===== config.mk =====
export PLATFORM = sky130hd
export DESIGN_NAME = bram_copy_ctrl
export DESIGN_NICKNAME = d
export VERILOG_FILES = /design/src/rtl/bram_copy_ctrl.sv
export SDC_FILE = /design/constraint.sdc
export NUM_CORES = 1
export LEC_CHECK = 0
export BUFFER_PORTS_ARGS = -buffer_cell sky130_fd_sc_hd__buf_2
export CAP_MARGIN = 20
export CORE_AREA = 2 2 88 90
export CTS_CLUSTER_SIZE = 10
export DETAILED_ROUTE_END_ITERATION = 10
export DIE_AREA = 0 0 90 92
export PLACE_DENSITY = 0.8
export SYNTH_ARGS = -nofsm -noshare
export SYNTH_HDL_FRONTEND = slang
export SYNTH_SLANG_ARGS = --single-unit

===== constraint.sdc =====
create_clock -name BRAM_CLK -period 3.2 [get_ports BRAM_CLK]
set_clock_uncertainty 0.05 [all_clocks]
set_input_delay 0.16 -clock BRAM_CLK [delete_from_list [all_inputs] [get_ports BRAM_CLK]]
set_output_delay 0.16 -clock BRAM_CLK [all_outputs]
set_load 0.01 [all_outputs]

===== src/rtl/bram_copy_ctrl.sv =====
// bram_copy_ctrl
// Copies len words from a source BRAM port to a destination BRAM port.
// One read is issued per cycle. Each word is written to the destination one
// cycle later, straight from the source read data, so there is no buffering.
//
// Ports
//   BRAM_CLK, BRAM_RST        clock, asynchronous active-low reset
//   start                     copy request, sampled only in IDLE
//   src_base, dst_base, len   copy parameters, latched when start is accepted
//   busy, done                busy over the copy, one-cycle done pulse in FIN
//   SRC_ADDR/EN/WE/RDDATA     source BRAM port (read only)
//   DST_ADDR/EN/WE/WRDATA     destination BRAM port (write only)
//   checksum                  present only when BRAM_COPY_CHECKSUM_EN is defined
//
// Optional feature macro: BRAM_COPY_CHECKSUM_EN
//
// state | meaning
// IDLE  | waiting for start
// COPY  | issuing one source read per cycle
// DRAIN | writing the last word read in COPY
// FIN   | done pulse, then back to IDLE
module bram_copy_ctrl #(
    parameter int BITWIDTH  = 32,
    parameter int ADDR_W    = 15,
    parameter int MAX_WORDS = 8192
) (
    input  logic                BRAM_CLK,
    input  logic                BRAM_RST,
    input  logic                start,
    input  logic [ADDR_W-1:0]   src_base,
    input  logic [ADDR_W-1:0]   dst_base,
    input  logic [13:0]         len,
    output logic                busy,
    output logic                done,
    output logic [ADDR_W-1:0]   SRC_ADDR,
    output logic                SRC_EN,
    output logic [3:0]          SRC_WE,
    input  logic [BITWIDTH-1:0] SRC_RDDATA,
    output logic [ADDR_W-1:0]   DST_ADDR,
    output logic                DST_EN,
    output logic [3:0]          DST_WE,
    output logic [BITWIDTH-1:0] DST_WRDATA
`ifdef BRAM_COPY_CHECKSUM_EN
    ,
    output logic [BITWIDTH-1:0] checksum
`endif
);

    localparam int CNT_W = $clog2(MAX_WORDS + 1);
    localparam logic [ADDR_W-1:0] WORD_STEP  = ADDR_W'(4);
    localparam logic [ADDR_W-1:0] ALIGN_MASK = ~ADDR_W'(3);

    typedef enum logic [1:0] {IDLE, COPY, DRAIN, FIN} state_t;

    state_t            state, state_nxt;
    logic [CNT_W-1:0]  rd_left;
    logic [CNT_W-1:0]  len_sat;
    logic [ADDR_W-1:0] rd_addr;
    logic [ADDR_W-1:0] wr_addr;
    logic              wr_active;
    logic              start_acc;

    assign start_acc = (state == IDLE) && start;

    always_comb begin
        len_sat = CNT_W'(len);
        if (32'(len) > MAX_WORDS)
            len_sat = CNT_W'(MAX_WORDS);
    end

    // state register
    always_ff @(posedge BRAM_CLK or negedge BRAM_RST) begin
        if (!BRAM_RST)
            state <= IDLE;
        else
            state <= state_nxt;
    end

    // next state
    always_comb begin
        state_nxt = state;
        case (state)
            IDLE:    if (start) state_nxt = (len_sat == '0) ? FIN : COPY;
            COPY:    if (rd_left == CNT_W'(1)) state_nxt = DRAIN;
            DRAIN:   state_nxt = FIN;
            FIN:     state_nxt = IDLE;
            default: state_nxt = IDLE;
        endcase
    end

    // Read counter/addresses. The write side trails the read side by exactly
    // one cycle, so wr_active is simply "we were in COPY last cycle".
    always_ff @(posedge BRAM_CLK or negedge BRAM_RST) begin
        if (!BRAM_RST) begin
            rd_left   <= '0;
            rd_addr   <= '0;
            wr_addr   <= '0;
            wr_active <= 1'b0;
        end else begin
            wr_active <= (state == COPY);
            if (start_acc) begin
                rd_left <= len_sat;
                rd_addr <= src_base & ALIGN_MASK;
                wr_addr <= dst_base & ALIGN_MASK;
            end else begin
                if (state == COPY) begin
                    rd_left <= rd_left - CNT_W'(1);
                    rd_addr <= rd_addr + WORD_STEP;
                end
                if (wr_active)
                    wr_addr <= wr_addr + WORD_STEP;
            end
        end
    end

    // outputs; all gated by state so reset zeroes them immediately
    always_comb begin
        busy       = (state == COPY) || (state == DRAIN);
        done       = (state == FIN);
        SRC_EN     = (state == COPY);
        SRC_WE     = 4'b0000;
        SRC_ADDR   = SRC_EN ? rd_addr : '0;
        DST_EN     = wr_active;
        DST_WE     = wr_active ? 4'b1111 : 4'b0000;
        DST_ADDR   = wr_active ? wr_addr : '0;
        DST_WRDATA = wr_active ? SRC_RDDATA : '0;
    end

`ifdef BRAM_COPY_CHECKSUM_EN
    always_ff @(posedge BRAM_CLK or negedge BRAM_RST) begin
        if (!BRAM_RST)
            checksum <= '0;
        else if (start_acc)
            checksum <= '0;
        else if (wr_active)
            checksum <= checksum + SRC_RDDATA;
    end
`endif

endmodule


==> qor.yml, run 1 <==
clocking:
  cts-buffers-inserted: 5
  clock_latency_ns: 0.30
  root_buffer: "clkbuf_8"
  path_clk_slew_ns: 0.08
  cts_buffer_depth: 2
  clock_sinks: 43
  cts_tree: "yes"
  htree_levels: 2
  cts_setup_buffers: 0
place:
  place_area_um2: 3578
  placedCellCount: 557
  io_buffers: 140
  place_congestion: 0.8804
  hpwlAfterDp_um: 5681
global_routing:
  grt_pass1_wl_um: 12290
  grt_pass1_vias: 2729
  grt_usage_pct: 18.20
  antenna_found_initial: 1
  overflow: 0
  grt_max_degree: 55
synthesis:
  yosysSeqAreaShare_pct: 37.55
  synth_top_family_by_area: "simple AND/OR/NAND/NOR gates"
  syn_area_per_cell_um2: 8.502
  syn_area_um2: 2865
  synth-simple-area-share_pct: 28.65
  synth-compound-area-share_pct: 10.48
  synth_xor_area_share_pct: 10.70
  ys_ff_latch: 43
  yosys_warnings: 0
  synthAdderAreaFrac_pct: 3.930
  postSynthCellCount: 337
  synth_mux_area_share_pct: 1.572
  ys_types: 33
cells_and_area:
  area_delta_synth_final_pct: 29.61
  final_common_cell: "buf_2"
  drive_above_1_share_pct: 33.41
  final_cell_mix: "buf_2 (140), and2_1 (58), dfrtp_1 (43), a21oi_1 (41), nor2_1 (34)"
  instances_no_fill: 567
  layout.nets: 552
  final_cell_area_um2: 3714
worst_setup_path:
  path_cells: "or4_1 -> or4b_1 -> o22a_1 -> mux2_4"
  max_stage_delay_ns: 0.70
  reg2reg_to: "state[1]$_DFFE_PN0P_"
  r2r_setup_slack_ns: 0.81
  crit_slowest_cell: "or4_1"
  worst_setup_path_end_kind: "register"
  path_class: "register to register"
  rr_worst_depth: 4
  critPathMaxFanout: 9
  cp_data_arrival_time_ns: 2.52
  reg2reg_from: "rd_left[4]$_DFFE_PN0N_"
  cp_data_required_time_ns: 3.33
  cp-start-kind: "register"
sta:
  min_period_ns: 2.390
  slew_viol_final: 0
  timing.hold.ws_ns: 0.05026
  rsz0062_at_grt: "false"
  hold_violations: 0
  max_freq_mhz: 418.5
  tightest_slew_ns: 0.5381
  setup_tns_ns: 0
  slew_headroom_pct: 64.12
  final.period_utilization_pct: 74.68
  setup_violations: 0
run:
  maxCapViolations: 0
floorplanning:
  initial_utilization_pct: 38.47
  rows: 32
  chipHeight_um: 92
  die_area_um2: 8280
  core-area_um2: 7447
  fp.dieW_um: 90
  io_pins: 153
power:
  vdd_ir_drop_max_v: 0.0003452
  leakagePower_uw: 0.001855
  power.switching_uw: 1460
  p_total_uw: 3349
  intPower_uw: 1890
  power.density_nw_per_um2: 901.9
  switching_share_pct: 43.58
  combPwrFrac_pct: 55.4
  seq_power_share_pct: 32.2
  p_clk_share_pct: 12.4
hold_path:
  worstHoldStart: "src_base[7]"
  whs_endpoint: "rd_addr[7]$_DFFE_PN0N_"
  min-delay-path-class: "input port to register"
  worstHoldPathCells: 3
detailed_routing:
  wirelength_um: 7523
  drtAntennaViolNets: 0
  drt_iter0_drc: 52
  drc_errors: 0
  via_per_inst: 4.861
  drt_pre_antenna_iters: 4
  avgRoutedWirePerCell_um: 13.27
  num_vias: 2756
status:
  outcome: "complete, no violations"
## synth_stat cells (all sizes together)
master	number	area, µm²
and2	58	362.9
dfrtp	43	1076
a21oi	41	205.2
nor2	34	127.6
xor2	19	166.4
buf	16	106.4
clkbuf	16	60.06
xnor2	16	140.1
nand2	12	45.04
nand4	10	62.56
ha	9	112.6
inv	9	33.78
nor3	9	45.04
nor4	7	43.79
a22o	6	52.55
and3	6	37.54
nand3	5	25.02
mux2i	3	30.03
or3	3	18.77
a31oi	2	12.51
or2	2	12.51
or4	2	15.01
conb	1	3.750
mux2	1	15.01
nor2b	1	6.260
o21ai	1	5.000
o22a	1	8.760
o31ai	1	7.510
o41ai	1	8.760
or3b	1	8.760
or4b	1	10.01
## cell type report
cell class	count	area [µm²]
diodes	1	2.502
inverters	9	33.78
clock inverters	1	30.03
multi-input cells	260	1618
clock buffers	6	72.57
fillers	751	3734
repair buffers	145	753.2
flip-flops and latches	43	1076
well taps	102	127.6
## power groups by stage
stage	registers [µW]	logic, µW	clock network, µW
after floorplan	1030	1350	0
after global placement	1070	1810	0
after detailed placement	1080	1860	0
after CTS	1070	1870	427
after global routing	1130	2090	445
final	1080	1860	415
## what timing repair did
action	4_1_cts	5_1_grt
hold endpoints to repair	0	17
setup endpoints to repair	0	0
resized for setup	0	0
hold buffers	0	1
## how the worst max path moves through the flow
stage                      startpoint                      end  slack, ns
2_1_floorplan    state[1]$_DFFE_PN0P_  rd_left[13]$_DFFE_PN0N_       0.82
3_3_place_gp   rd_left[4]$_DFFE_PN0N_     state[1]$_DFFE_PN0P_       0.90
3_5_place_dp   rd_left[4]$_DFFE_PN0N_     state[1]$_DFFE_PN0P_       0.84
4_1_cts        rd_left[4]$_DFFE_PN0N_     state[1]$_DFFE_PN0P_       0.82
5_1_grt        rd_left[4]$_DFFE_PN0N_     state[1]$_DFFE_PN0P_       0.75
6_report       rd_left[4]$_DFFE_PN0N_     state[1]$_DFFE_PN0P_       0.81
## metrics by stage
step / utilization (%) / setup WS (ns)
after floorplan: - / 0.8183
after global routing: 49.87 / 0.7515
final: 49.87 / 0.8102
after detailed placement: 48.05 / 0.8366
after CTS: 49.43 / 0.8200
after global placement: 48.05 / 0.8982
## state kept, by name, indices dropped and copies added, names as in the netlist
| register | count |
|---|---|
| DST_EN | 1 |
| rd_addr | 13 |
| rd_left | 14 |
| state | 2 |
| wr_addr | 13 |
## metal layers
layer	track usage (%)	routed length [µm]	vias up
met5	0	0	-
met4	6.026	142	0
met3	4.601	516	11
met2	33.96	3837	108
met1	20.16	3027	1274
li1	-	-	1363
## cells by family after synthesis
| group | Yosys count |
|---|---|
| buffers and inverters | 41 |
| multiplexers | 4 |
| flip-flops | 43 |
| AO/OA/AOI/OAI | 53 |
| other | 1 |
| AND/OR/NAND/NOR | 151 |
| adder cells (fa/ha/maj) | 9 |
| XOR/XNOR | 35 |
## worst max-delay path, delay by kind of cell (launching register included)
kind | cells | cell delay, ns
simple gates | 2 | 1.25
flops | 1 | 0.41
mux | 1 | 0.31
compound gates | 1 | 0.24
No activity file was read; power rests on OpenSTA's default activity.
==> inputs of run 2 (changes only) <==
Settings changed: ABC_AREA set to 1, CORE_AREA 2 2 88 90 to 2 2 97 99, DIE_AREA 0 0 90 92 to 0 0 99 101.
Clock period 3.2 ns to 2.1 ns, I/O delays scaled along.
==> run 2 against run 1 <==
Against the previous run: the run now ends with hold timing left; sequential power up 58%; synthesized cell count grew 64%; critical endpoint is now rd_addr[12]$_DFFE_PN0N_; non-clock buffer count rose by 17; core utilization increased by 0.77 points; critical path depth increased by 3; wire length grew 32%; critical path type unchanged; first-iteration DRC count grew to 3.0 times the previous value; global-route usage rose by 1.7 points.
==> qor.yml, run 2 <==
worst_setup_path:
  cp_data_arrival_time_ns: 2.07
  cpLargestDelayFamily: "buffers and inverters"
  worst_setup_path_end_kind: "register"
  rr_worst_depth: 7
  critPathMaxFanout: 19
  cp.depth: 7
  max_stage_delay_ns: 0.40
  path_class: "register to register"
  path_cells: "inv_1 -> ha_1 -> nand2_2 -> inv_2 -> buf_12 -> a22o_1 -> o21bai_1"
  critPathBufInv: 3
  cp-start-kind: "register"
  crit_slowest_cell: "dfrtp_1"
  cp_data_required_time_ns: 2.25
synthesis:
  synth_top_area_share_pct: 30.57
  yosysMostFrequentCell: "nand2_1"
  syn_area_per_cell_um2: 6.376
  synth_area_leaders: "dfrtp_1 (31%), nand2_1 (17%), inv_1 (11%)"
  yosys_warnings: 0
  synthTopCellsByCount: "nand2_1 (159), inv_1 (107), nor2_1 (49)"
  syn_area_um2: 3520
  yosysTopAreaCell: "dfrtp_1"
  yosysSeqAreaShare_pct: 30.57
  synth-edff-count: 0
  synth_top_flop_cell: "dfrtp_1"
  ys_types: 37
  postSynthCellCount: 552
  synth-async-reset-ratio_pct: 100.0
  ys_ff_latch: 43
global_routing:
  overflow: 0
  grt_pass1_wl_um: 16190
  grt_max_degree: 53
  grt_pass1_vias: 3560
  antenna_found_initial: 1
  grt_usage_pct: 19.88
status:
  outcome: "finished, violations left"
  failed_checks: "hold timing"
sta:
  rsz0062_at_grt: "false"
  final.period_utilization_pct: 91.04
  setup_tns_ns: 0
  hold_violations: 1
  slew_viol_final: 0
  finalWorstSetupSlack_ns: 0.1882
  tightest_slew_ns: 0.5336
  setup_violations: 0
  max_freq_mhz: 523.1
  slew_headroom_pct: 64.43
  timing.hold.ws_ns: -0.001494
  min_period_ns: 1.912
floorplanning:
  die_area_um2: 9999
  core-area_um2: 8977
  rows: 35
  fp.dieW_um: 99
  io_pins: 153
  chipHeight_um: 101
  initial_utilization_pct: 39.21
detailed_routing:
  num_vias: 3844
  drt_pre_antenna_iters: 4
  drc_errors: 0
  via_per_inst: 4.734
  drtAntennaViolNets: 0
  drt_iter0_drc: 155
  avgRoutedWirePerCell_um: 12.19
  wirelength_um: 9897
clocking:
  cts_setup_buffers: 0
  cts_buffer_depth: 2
  path_clk_slew_ns: 0.10
  cts-buffers-inserted: 5
  clock_latency_ns: 0.31
  htree_levels: 2
  cts_tree: "yes"
  root_buffer: "clkbuf_8"
  clock_sinks: 43
place:
  place_congestion: 0.8824
  hpwlAfterDp_um: 7751
  io_buffers: 140
  dp_slack_ns: 0.1993
  place_area_um2: 4290
power:
  seq_power_share_pct: 29.1
  power.density_nw_per_um2: 1290
  vdd_ir_drop_max_v: 0.0007339
  switching_share_pct: 50.08
  intPower_uw: 2928
  p_clk_share_pct: 11.8
  p_total_uw: 5866
  combPwrFrac_pct: 59.1
  power.switching_uw: 2938
  leakagePower_uw: 0.002842
cells_and_area:
  final_cell_mix: "nand2_1 (159), buf_2 (140), inv_1 (107), nor2_1 (49), dfrtp_1 (43)"
  largest_register_ffs: 14
  final_common_cell: "nand2_1"
  area_delta_synth_final_pct: 29.15
  reg_top3: "rd_left (14), rd_addr (13), wr_addr (13)"
  regMostFlops: "rd_left"
  final_cell_area_um2: 4546
  drive_above_1_share_pct: 27.00
  layout.nets: 787
hold_path:
  min-delay-path-class: "input port to register"
  worstHoldPathCells: 3
run:
  maxCapViolations: 0
## run 2: cell types whose count changed after synthesis, sizes merged, moves of 15 or more
cell	change
and2	-58
nor2	+26
a21oi	-22
nand2	+155
o21ai	+15
clkbuf	-15
inv	+102
nand3	+41
## run 2: layout make-up
class                      count  area (µm²)
fill                         928        4432
multi-input combinational    374        1862
antenna                        1       2.502
clock inverter                 2       35.03
clock buffer                   6       82.58
timing repair buffer         162       923.4
tap                          111       138.9
inverter                     113       425.4
sequential                    43        1076
## run 2: stage by stage
step | utilization (%) | cells | hold slack [ns]
6_report | 50.63 | 812 | -0.001494
2_1_floorplan | - | 559 | -0.2406
4_1_cts | 50.55 | 811 | 0.0002006
3_5_place_dp | 47.79 | 790 | 0.07232
5_1_grt | 50.63 | 812 | 0.009791
3_3_place_gp | 47.79 | 790 | 0.06504
## run 2: kinds of logic (layout without fill, tap and decap cells)
group,after synthesis,in the layout,share of synthesized area (%)
other cells,1,9,0.1065
fa+ha+maj,9,9,3.199
flops,43,43,30.57
xor+xnor,10,10,2.489
compound gates,57,57,9.740
buf+inv,142,283,17.42
simple gates,290,290,36.47
## run 2: path summary, 6_finish.rpt
| path | start | to | slack [ns] |
|---|---|---|---|
| setup / recovery | state[0]$_DFFE_PN0P_ | rd_addr[12]$_DFFE_PN0N_ | 0.19 |
| hold / removal | len[0] | rd_left[0]$_DFFE_PN0N_ | -0.001 |
| setup reg to reg | state[0]$_DFFE_PN0P_ | rd_addr[12]$_DFFE_PN0N_ | 0.19 |
| hold reg to reg | wr_addr[13]$_DFFE_PN0N_ | wr_addr[13]$_DFFE_PN0N_ | 0.49 |
| max in group asynchronous | BRAM_RST | state[1]$_DFFE_PN0P_ | 1.22 |
| min in group asynchronous | BRAM_RST | rd_left[4]$_DFFE_PN0N_ | 0.27 |
## run 2: power by group through the flow
stage | clock (µW) | combinational, µW | sequential, µW
6_report | 693 | 3470 | 1710
2_1_floorplan | 0 | 2520 | 1610
3_5_place_dp | 0 | 3450 | 1710
4_1_cts | 708 | 3480 | 1700
3_3_place_gp | 0 | 3390 | 1700
5_1_grt | 749 | 3940 | 1780
## run 2: per-layer routing
metal,routed length [µm],track usage (%)
met5,0,0
met4,174,5.585
met2,4995,37.99
met3,823,3.467
met1,3904,22.58
## run 2: tightest hold or removal path, delay by kind of cell
kind | cells | cell delay, ns
compound gates | 1 | 0.05
simple gates | 1 | 0.06
buf+inv | 1 | 0.11
## run 2: timing repair
action	CTS	global route
hold endpoints to repair	32	0
setup endpoints to repair	0	1
gates resized for setup	0	1
hold buffers	13	0
